<file path="config.mk">
export PLATFORM = sky130hd
export DESIGN_NAME = neuron_addr_decoder_seq
export DESIGN_NICKNAME = d
export VERILOG_FILES = /design/src/rtl/neuron_core_pkg.sv /design/src/rtl/neuron_region_onehot.sv /design/src/rtl/neuron_addr_decoder_seq.sv
export SDC_FILE = /design/constraint.sdc
export NUM_CORES = 1
export LEC_CHECK = 0
export CAP_MARGIN = 20
export CORE_UTILIZATION = 65
export DETAILED_ROUTE_END_ITERATION = 7
export DONT_BUFFER_PORTS = 1
export GPL_ROUTABILITY_DRIVEN = 1
export PLACE_DENSITY = 0.9
export SLEW_MARGIN = 20
export SYNTH_ARGS = -nofsm -noshare
export SYNTH_HDL_FRONTEND = slang
export SYNTH_HIERARCHICAL = 1
export SYNTH_SLANG_ARGS = --single-unit
</file>
<file path="constraint.sdc">
create_clock -name wb_clk_i -period 3.2 [get_ports wb_clk_i]
set_clock_uncertainty 0.05 [all_clocks]
set_input_delay 0.32 -clock wb_clk_i [delete_from_list [all_inputs] [get_ports wb_clk_i]]
set_output_delay 0.32 -clock wb_clk_i [all_outputs]
set_load 0.01 [all_outputs]
</file>
<file path="src/rtl/neuron_core_pkg.sv">
// Shared definitions for the neuron core address-decode path.
// Holds the decoder FSM state encoding and the default region indices
// used by the Wishbone-facing decoder.
package neuron_core_pkg;

  // Decoder FSM state encoding
  localparam logic [1:0] IDLE = 2'd0;
  localparam logic [1:0] WAIT = 2'd1;
  localparam logic [1:0] ACK  = 2'd2;
  localparam logic [1:0] ERR  = 2'd3;

  typedef enum logic [1:0] {
    ST_IDLE = IDLE,
    ST_WAIT = WAIT,
    ST_ACK  = ACK,
    ST_ERR  = ERR
  } state_e;

  // Default region map of the neuron core
  localparam int unsigned REG_SYNAP = 0;
  localparam int unsigned REG_PARAM = 1;
  localparam int unsigned REG_SPIKE = 2;

  // Wait-state counter width (WAIT_CYCLES range 0..15)
  localparam int unsigned CNT_W = 4;

endpackage

</file>
<file path="src/rtl/neuron_region_onehot.sv">
// Combinational region-select decoder: SEL_W index -> 2**SEL_W one-hot,
// gated by REGION_MASK so an unmapped region yields an all-zero vector.
// Ports:
//   sel_idx   in   SEL_W         region index taken from the address
//   region_c  out  2**SEL_W      one-hot (or zero) region select
module neuron_region_onehot #(
  parameter int unsigned           SEL_W       = 2,
  parameter logic [(2**SEL_W)-1:0] REGION_MASK = '1
) (
  input  logic [SEL_W-1:0]      sel_idx,
  output logic [(2**SEL_W)-1:0] region_c
);

  // At most one bit set, and only if the region is mapped
  always_comb begin
    region_c          = '0;
    region_c[sel_idx] = REGION_MASK[sel_idx];
  end

endmodule

</file>
<file path="src/rtl/neuron_addr_decoder_seq.sv">
// Registered Wishbone address decoder for the neuron core. Latches a
// request, decodes the region-select field into a one-hot select, a
// parameter index and a word offset, and answers with ack (or err) after
// WAIT_CYCLES wait states.
// Optional feature macro: NEURON_DEC_ERR_EN -- when defined, accesses to an
// unmapped region end with a wbs_err_o pulse; otherwise they are acked with
// no region selected and wbs_err_o is tied low.
// Ports:
//   wb_clk_i, wb_rst_i          clock, async active-high reset
//   wbs_cyc_i/stb_i/we_i/adr_i  Wishbone slave request
//   wbs_ack_o, wbs_err_o        one-cycle response pulses
//   region_sel_o                one-hot region select (held for the access)
//   param_num_o                 parameter index (parameter region only)
//   word_off_o                  word offset, adr[OFF_W+1:2]
//   we_o                        latched write enable
//   busy_o                      high whenever the FSM is not idle
module neuron_addr_decoder_seq
  import neuron_core_pkg::*;
#(
  parameter int unsigned           ADDR_W       = 32,
  parameter int unsigned           SEL_LSB      = 13,
  parameter int unsigned           SEL_W        = 2,
  parameter int unsigned           PARAM_REGION = REG_PARAM,
  parameter int unsigned           PARAM_LSB    = 4,
  parameter int unsigned           PARAM_W      = 5,
  parameter int unsigned           OFF_W        = 13,
  parameter logic [(2**SEL_W)-1:0] REGION_MASK  = 4'b0111,
  parameter int unsigned           WAIT_CYCLES  = 1
) (
  input  logic                     wb_clk_i,
  input  logic                     wb_rst_i,
  input  logic                     wbs_cyc_i,
  input  logic                     wbs_stb_i,
  input  logic                     wbs_we_i,
  input  logic [ADDR_W-1:0]        wbs_adr_i,
  output logic                     wbs_ack_o,
  output logic                     wbs_err_o,
  output logic [(2**SEL_W)-1:0]    region_sel_o,
  output logic [PARAM_W-1:0]       param_num_o,
  output logic [OFF_W-1:0]         word_off_o,
  output logic                     we_o,
  output logic                     busy_o
);

  localparam int unsigned NUM_REGIONS = 2**SEL_W;

  state_e                 state_q, state_d;
  logic [CNT_W-1:0]       cnt_q, cnt_d;
  logic                   ack_q, ack_d;
  logic [NUM_REGIONS-1:0] sel_q, sel_d;
  logic [PARAM_W-1:0]     param_q, param_d;
  logic [OFF_W-1:0]       off_q, off_d;
  logic                   we_q, we_d;
  logic                   busy_q, busy_d;
`ifdef NEURON_DEC_ERR_EN
  logic                   err_q, err_d;
`endif

  logic [NUM_REGIONS-1:0] region_c;
  logic                   adr_unused;

  // Only the select, parameter and offset fields are decoded
  assign adr_unused = ^wbs_adr_i;

  neuron_region_onehot #(
    .SEL_W       (SEL_W),
    .REGION_MASK (REGION_MASK)
  ) u_onehot (
    .sel_idx  (wbs_adr_i[SEL_LSB +: SEL_W]),
    .region_c (region_c)
  );

  // Next-state and registered-output logic
  always_comb begin
    state_d = state_q;
    cnt_d   = cnt_q;
    ack_d   = 1'b0;
    sel_d   = sel_q;
    param_d = param_q;
    off_d   = off_q;
    we_d    = we_q;
`ifdef NEURON_DEC_ERR_EN
    err_d   = 1'b0;
`endif

    unique case (state_q)
      ST_IDLE: begin
        if (wbs_cyc_i && wbs_stb_i) begin
          state_d = ST_WAIT;
          cnt_d   = CNT_W'(WAIT_CYCLES);
          sel_d   = region_c;
          param_d = region_c[PARAM_REGION] ? wbs_adr_i[PARAM_LSB +: PARAM_W] : '0;
          off_d   = wbs_adr_i[2 +: OFF_W];
          we_d    = wbs_we_i;
        end
      end
      ST_WAIT: begin
        if (!wbs_cyc_i) begin
          // Master abandoned the cycle: drop silently
          state_d = ST_IDLE;
          sel_d   = '0;
          param_d = '0;
          off_d   = '0;
          we_d    = 1'b0;
        end else if (cnt_q != '0) begin
          cnt_d = cnt_q - CNT_W'(1);
        end else if (sel_q != '0) begin
          // A latched non-zero select means the region is mapped
          state_d = ST_ACK;
          ack_d   = 1'b1;
        end else begin
          state_d = ST_ERR;
`ifdef NEURON_DEC_ERR_EN
          err_d   = 1'b1;
`else
          ack_d   = 1'b1;
`endif
        end
      end
      ST_ACK, ST_ERR: begin
        state_d = ST_IDLE;
        sel_d   = '0;
        param_d = '0;
        off_d   = '0;
        we_d    = 1'b0;
      end
      default: state_d = ST_IDLE;
    endcase

    busy_d = (state_d != ST_IDLE);
  end

  // State and output registers
  always_ff @(posedge wb_clk_i or posedge wb_rst_i) begin
    if (wb_rst_i) begin
      state_q <= ST_IDLE;
      cnt_q   <= '0;
      ack_q   <= 1'b0;
      sel_q   <= '0;
      param_q <= '0;
      off_q   <= '0;
      we_q    <= 1'b0;
      busy_q  <= 1'b0;
    end else begin
      state_q <= state_d;
      cnt_q   <= cnt_d;
      ack_q   <= ack_d;
      sel_q   <= sel_d;
      param_q <= param_d;
      off_q   <= off_d;
      we_q    <= we_d;
      busy_q  <= busy_d;
    end
  end

`ifdef NEURON_DEC_ERR_EN
  // Error pulse register
  always_ff @(posedge wb_clk_i or posedge wb_rst_i) begin
    if (wb_rst_i) begin
      err_q <= 1'b0;
    end else begin
      err_q <= err_d;
    end
  end

  assign wbs_err_o = err_q;
`else
  assign wbs_err_o = 1'b0;
`endif

  assign wbs_ack_o    = ack_q;
  assign region_sel_o = sel_q;
  assign param_num_o  = param_q;
  assign word_off_o   = off_q;
  assign we_o         = we_q;
  assign busy_o       = busy_q;

endmodule

</file>
==> flow_metrics.tcl <==
set metrics [dict create \
    synth_top_area_share_pct 55.7 \
    hold_viol_final 0 \
    arrival_ps 2020 \
    maxCapViolations 0 \
    dieArea_sq_mm 0.00233 \
    synth_nets 188 \
    ioPinCount 63 \
    tritoncts "done" \
    synthTopCellsByArea "dfrtp_1 56%, nand3_1 10%, a21oi_1 8.3%" \
    syn-cell-area_sq_mm 0.00139 \
    outcome "finished, final reports clean" \
    crit_path_end "param_num_o[4]" \
    wl_per_cell_microns 16.6 \
    cts-root-buf "clkbuf_4" \
    clk_latency_ps 330 \
    antenna_left 0 \
    worstReg2RegEnd "param_num_o[4]" \
    vias_per_cell 6.15 \
    synthCells 149 \
    tightest_slew_ps 873 \
    grt-ovfl-total 0 \
    combPwrFrac_pct 20.8 \
    p_per_area_mw_per_mm2 700 \
    clk_pin_slew_ps 100 \
    synth_area_leader_cell "dfrtp_1" \
    cts_sinks 31 \
    avgSynthCellArea_sq_um 9.35 \
    grt_pass1_vias 988 \
    critPathCaptureType "register" \
    h-tree-depth 2 \
    drt_wl_total_microns 2860 \
    antenna_found_initial 0 \
    crit_fanout 23 \
    drc 0 \
    critPathRequiredTime_ps 3340 \
    clkPwrFrac_pct 21.7 \
    p_int_mw 0.646 \
    irDropWorstVdd_mv 0.410 \
    layout.nets 183 \
    ys_seq_elements 31 \
    synth_seq_area_share_pct 55.7 \
    core_area_sq_mm 0.00198 \
    max-slew-margin-rel_pct 41.6 \
    setup_violations 0 \
    vias 1058 \
    gp_congestion 0.836 \
    rows 16 \
    ctsResizeCount 0 \
    ys.warnings.count 6 \
    post-cts-setup-buffer-count 0 \
    start_kind "register" \
    synth_edf_count 0 \
    track_usage_pct 28.6 \
    fin_area_sq_mm 0.00142 \
    die_w_microns 48.3 \
    syn2layout_area_growth_pct 2.16 \
    fmax_mhz 533 \
    drive_above_1_share_pct 6.21 \
    cts_made_buffers 5 \
    ff2ff_setup_slack_ps 1320 \
    synth-main-ff-cell "dfrtp_1" \
    start_util_pct 70.3 \
    grt_pass1_wl_microns 4310 \
    seqPwrFrac_pct 57.5 \
    crit_path_start "state_q[0]" \
    portBuffers 0 \
    finalCriticalPeriod_ps 1880 \
    synth_async_sr_flop_share_pct 100 \
    swShare_pct 35.1 \
    p_leak_nw 0.636 \
    drtPass1Iterations 4 \
    drt_first_iter_violations 30 \
    min_path_type "in -> reg" \
    grt_start_max_net_pins 32 \
    criticalPathCategory "reg -> reg" \
    clockBufferDepth 2 \
    r2r-start "state_q[0]" \
    fp.dieH_microns 48.3 \
    r2r_cells 3 \
    fin_tns_setup_ps 0 \
    synth_cell_type_count 28 \
    rsz0062_at_grt "no" \
    power_switching_mw 0.350 \
    antenna_cells 0 \
    dpl_cell_area_sq_mm 0.00136 \
    slew_viol_final 0 \
    fin_crit_sh_pct 58.7 \
    dp.final_hpwl_microns 1870 \
]
## per-stage QoR
step / utilization (%) / setup WS, ps / cells / total power, mW / hold WS (ps)
global placement: 68.8 / 1450 / 163 / 0.762 / 403
floorplan: - / 1710 / 149 / 0.735 / 374
detailed placement: 68.8 / 1360 / 163 / 0.785 / 409
CTS: 71.3 / 1320 / 171 / 0.998 / 44.3
finish: 71.8 / 1320 / 172 / 0.996 / 53.1
global route: 71.8 / 1130 / 172 / 1.05 / 65.6
## logic make-up after synthesis
family	Yosys count	share of synthesized area (%)
flops	31	55.7
buf+inv	16	5.39
other cells	2	0.539
simple gates	67	24.1
compound gates	30	11.7
fa+ha+maj	2	1.80
mux	1	0.809
## layout by cell type, fill, tap and decap left out, types with 2 or more instances in the layout
| master | n |
|---|---|
| o21ai_0 | 2 |
| nor2_1 | 4 |
| nand3b_1 | 2 |
| nand2b_1 | 3 |
| a21oi_1 | 23 |
| clkbuf_1 | 2 |
| inv_1 | 2 |
| nand3_1 | 28 |
| dfrtp_1 | 31 |
| nand2_1 | 19 |
| ha_1 | 2 |
| nor2b_1 | 3 |
| conb_1 | 2 |
| and3_1 | 2 |
| clkbuf_4 | 5 |
## synthesized netlist by cell type, types with 2 or more instances
cell type,count
buf_2,6
inv_1,3
buf_4,2
nand2_1,19
nor2_1,4
clkbuf_1,5
dfrtp_1,31
nand3b_1,2
nand3_1,28
nor2b_1,3
and3_1,2
conb_1,2
a21oi_1,23
nand2b_1,3
o21ai_0,2
ha_1,2
## worst max-delay path, stage by stage, from the launching register on
cell      delay (ps)
dfrtp_1          500
nand3b_1         730
nand3_1          350
a21oi_1           90
## what timing repair did
item                                    in CTS  in global routing
hold endpoints to repair                     0                 31
hold buffers                                 0                  1
endpoints found under the setup margin       0                  0
## routing by layer
layer / GRT usage (%) / vias to the layer above / part of all wire [%]
met3: 13.0 / 7 / 8.1
met4: 16.7 / 0 / 2.3
met2: 44.3 / 41 / 50
li1: - / 498 / -
met5: 0 / - / 0
met1: 32.7 / 512 / 39
## power by group through the flow
stage	logic, mW	clock network, mW	registers, mW
6_report	0.208	0.216	0.573
5_1_grt	0.238	0.230	0.586
4_1_cts	0.205	0.219	0.573
3_5_place_dp	0.203	0	0.582
3_3_place_gp	0.185	0	0.577
2_1_floorplan	0.184	0	0.551
## how the worst min path moves through the flow
stage                 startpoint       endpoint  slack [ps]  depth (start not counted)
global route        wbs_adr_i[6]  word_off_o[4]          70                          2
floorplan               wb_rst_i         busy_o         370                          1
finish              wbs_adr_i[9]  word_off_o[7]          50                          2
global placement    wbs_adr_i[8]  word_off_o[6]         400                          2
detailed placement  wbs_adr_i[9]  word_off_o[7]         410                          2
CTS                 wbs_adr_i[9]  word_off_o[7]          40                          2
## area by class of cell
cell class	count	area (sq um)
Timing Repair Buffer	1	10.0
Sequential cell	31	776
Clock buffer	7	45.0
Multi-Input combinational cell	102	542
Inverter	3	11.3
Clock inverter	1	5.00
Fill cell	148	559
Tap cell	27	33.8
## state kept, by name, summed over array words and instances (netlist names)
name          count
busy_o            1
cnt_q             4
param_num_o       5
region_sel_o      4
state_q           2
wbs_ack_o         1
we_o              1
word_off_o       13
Power figures use the tool's default switching activity.
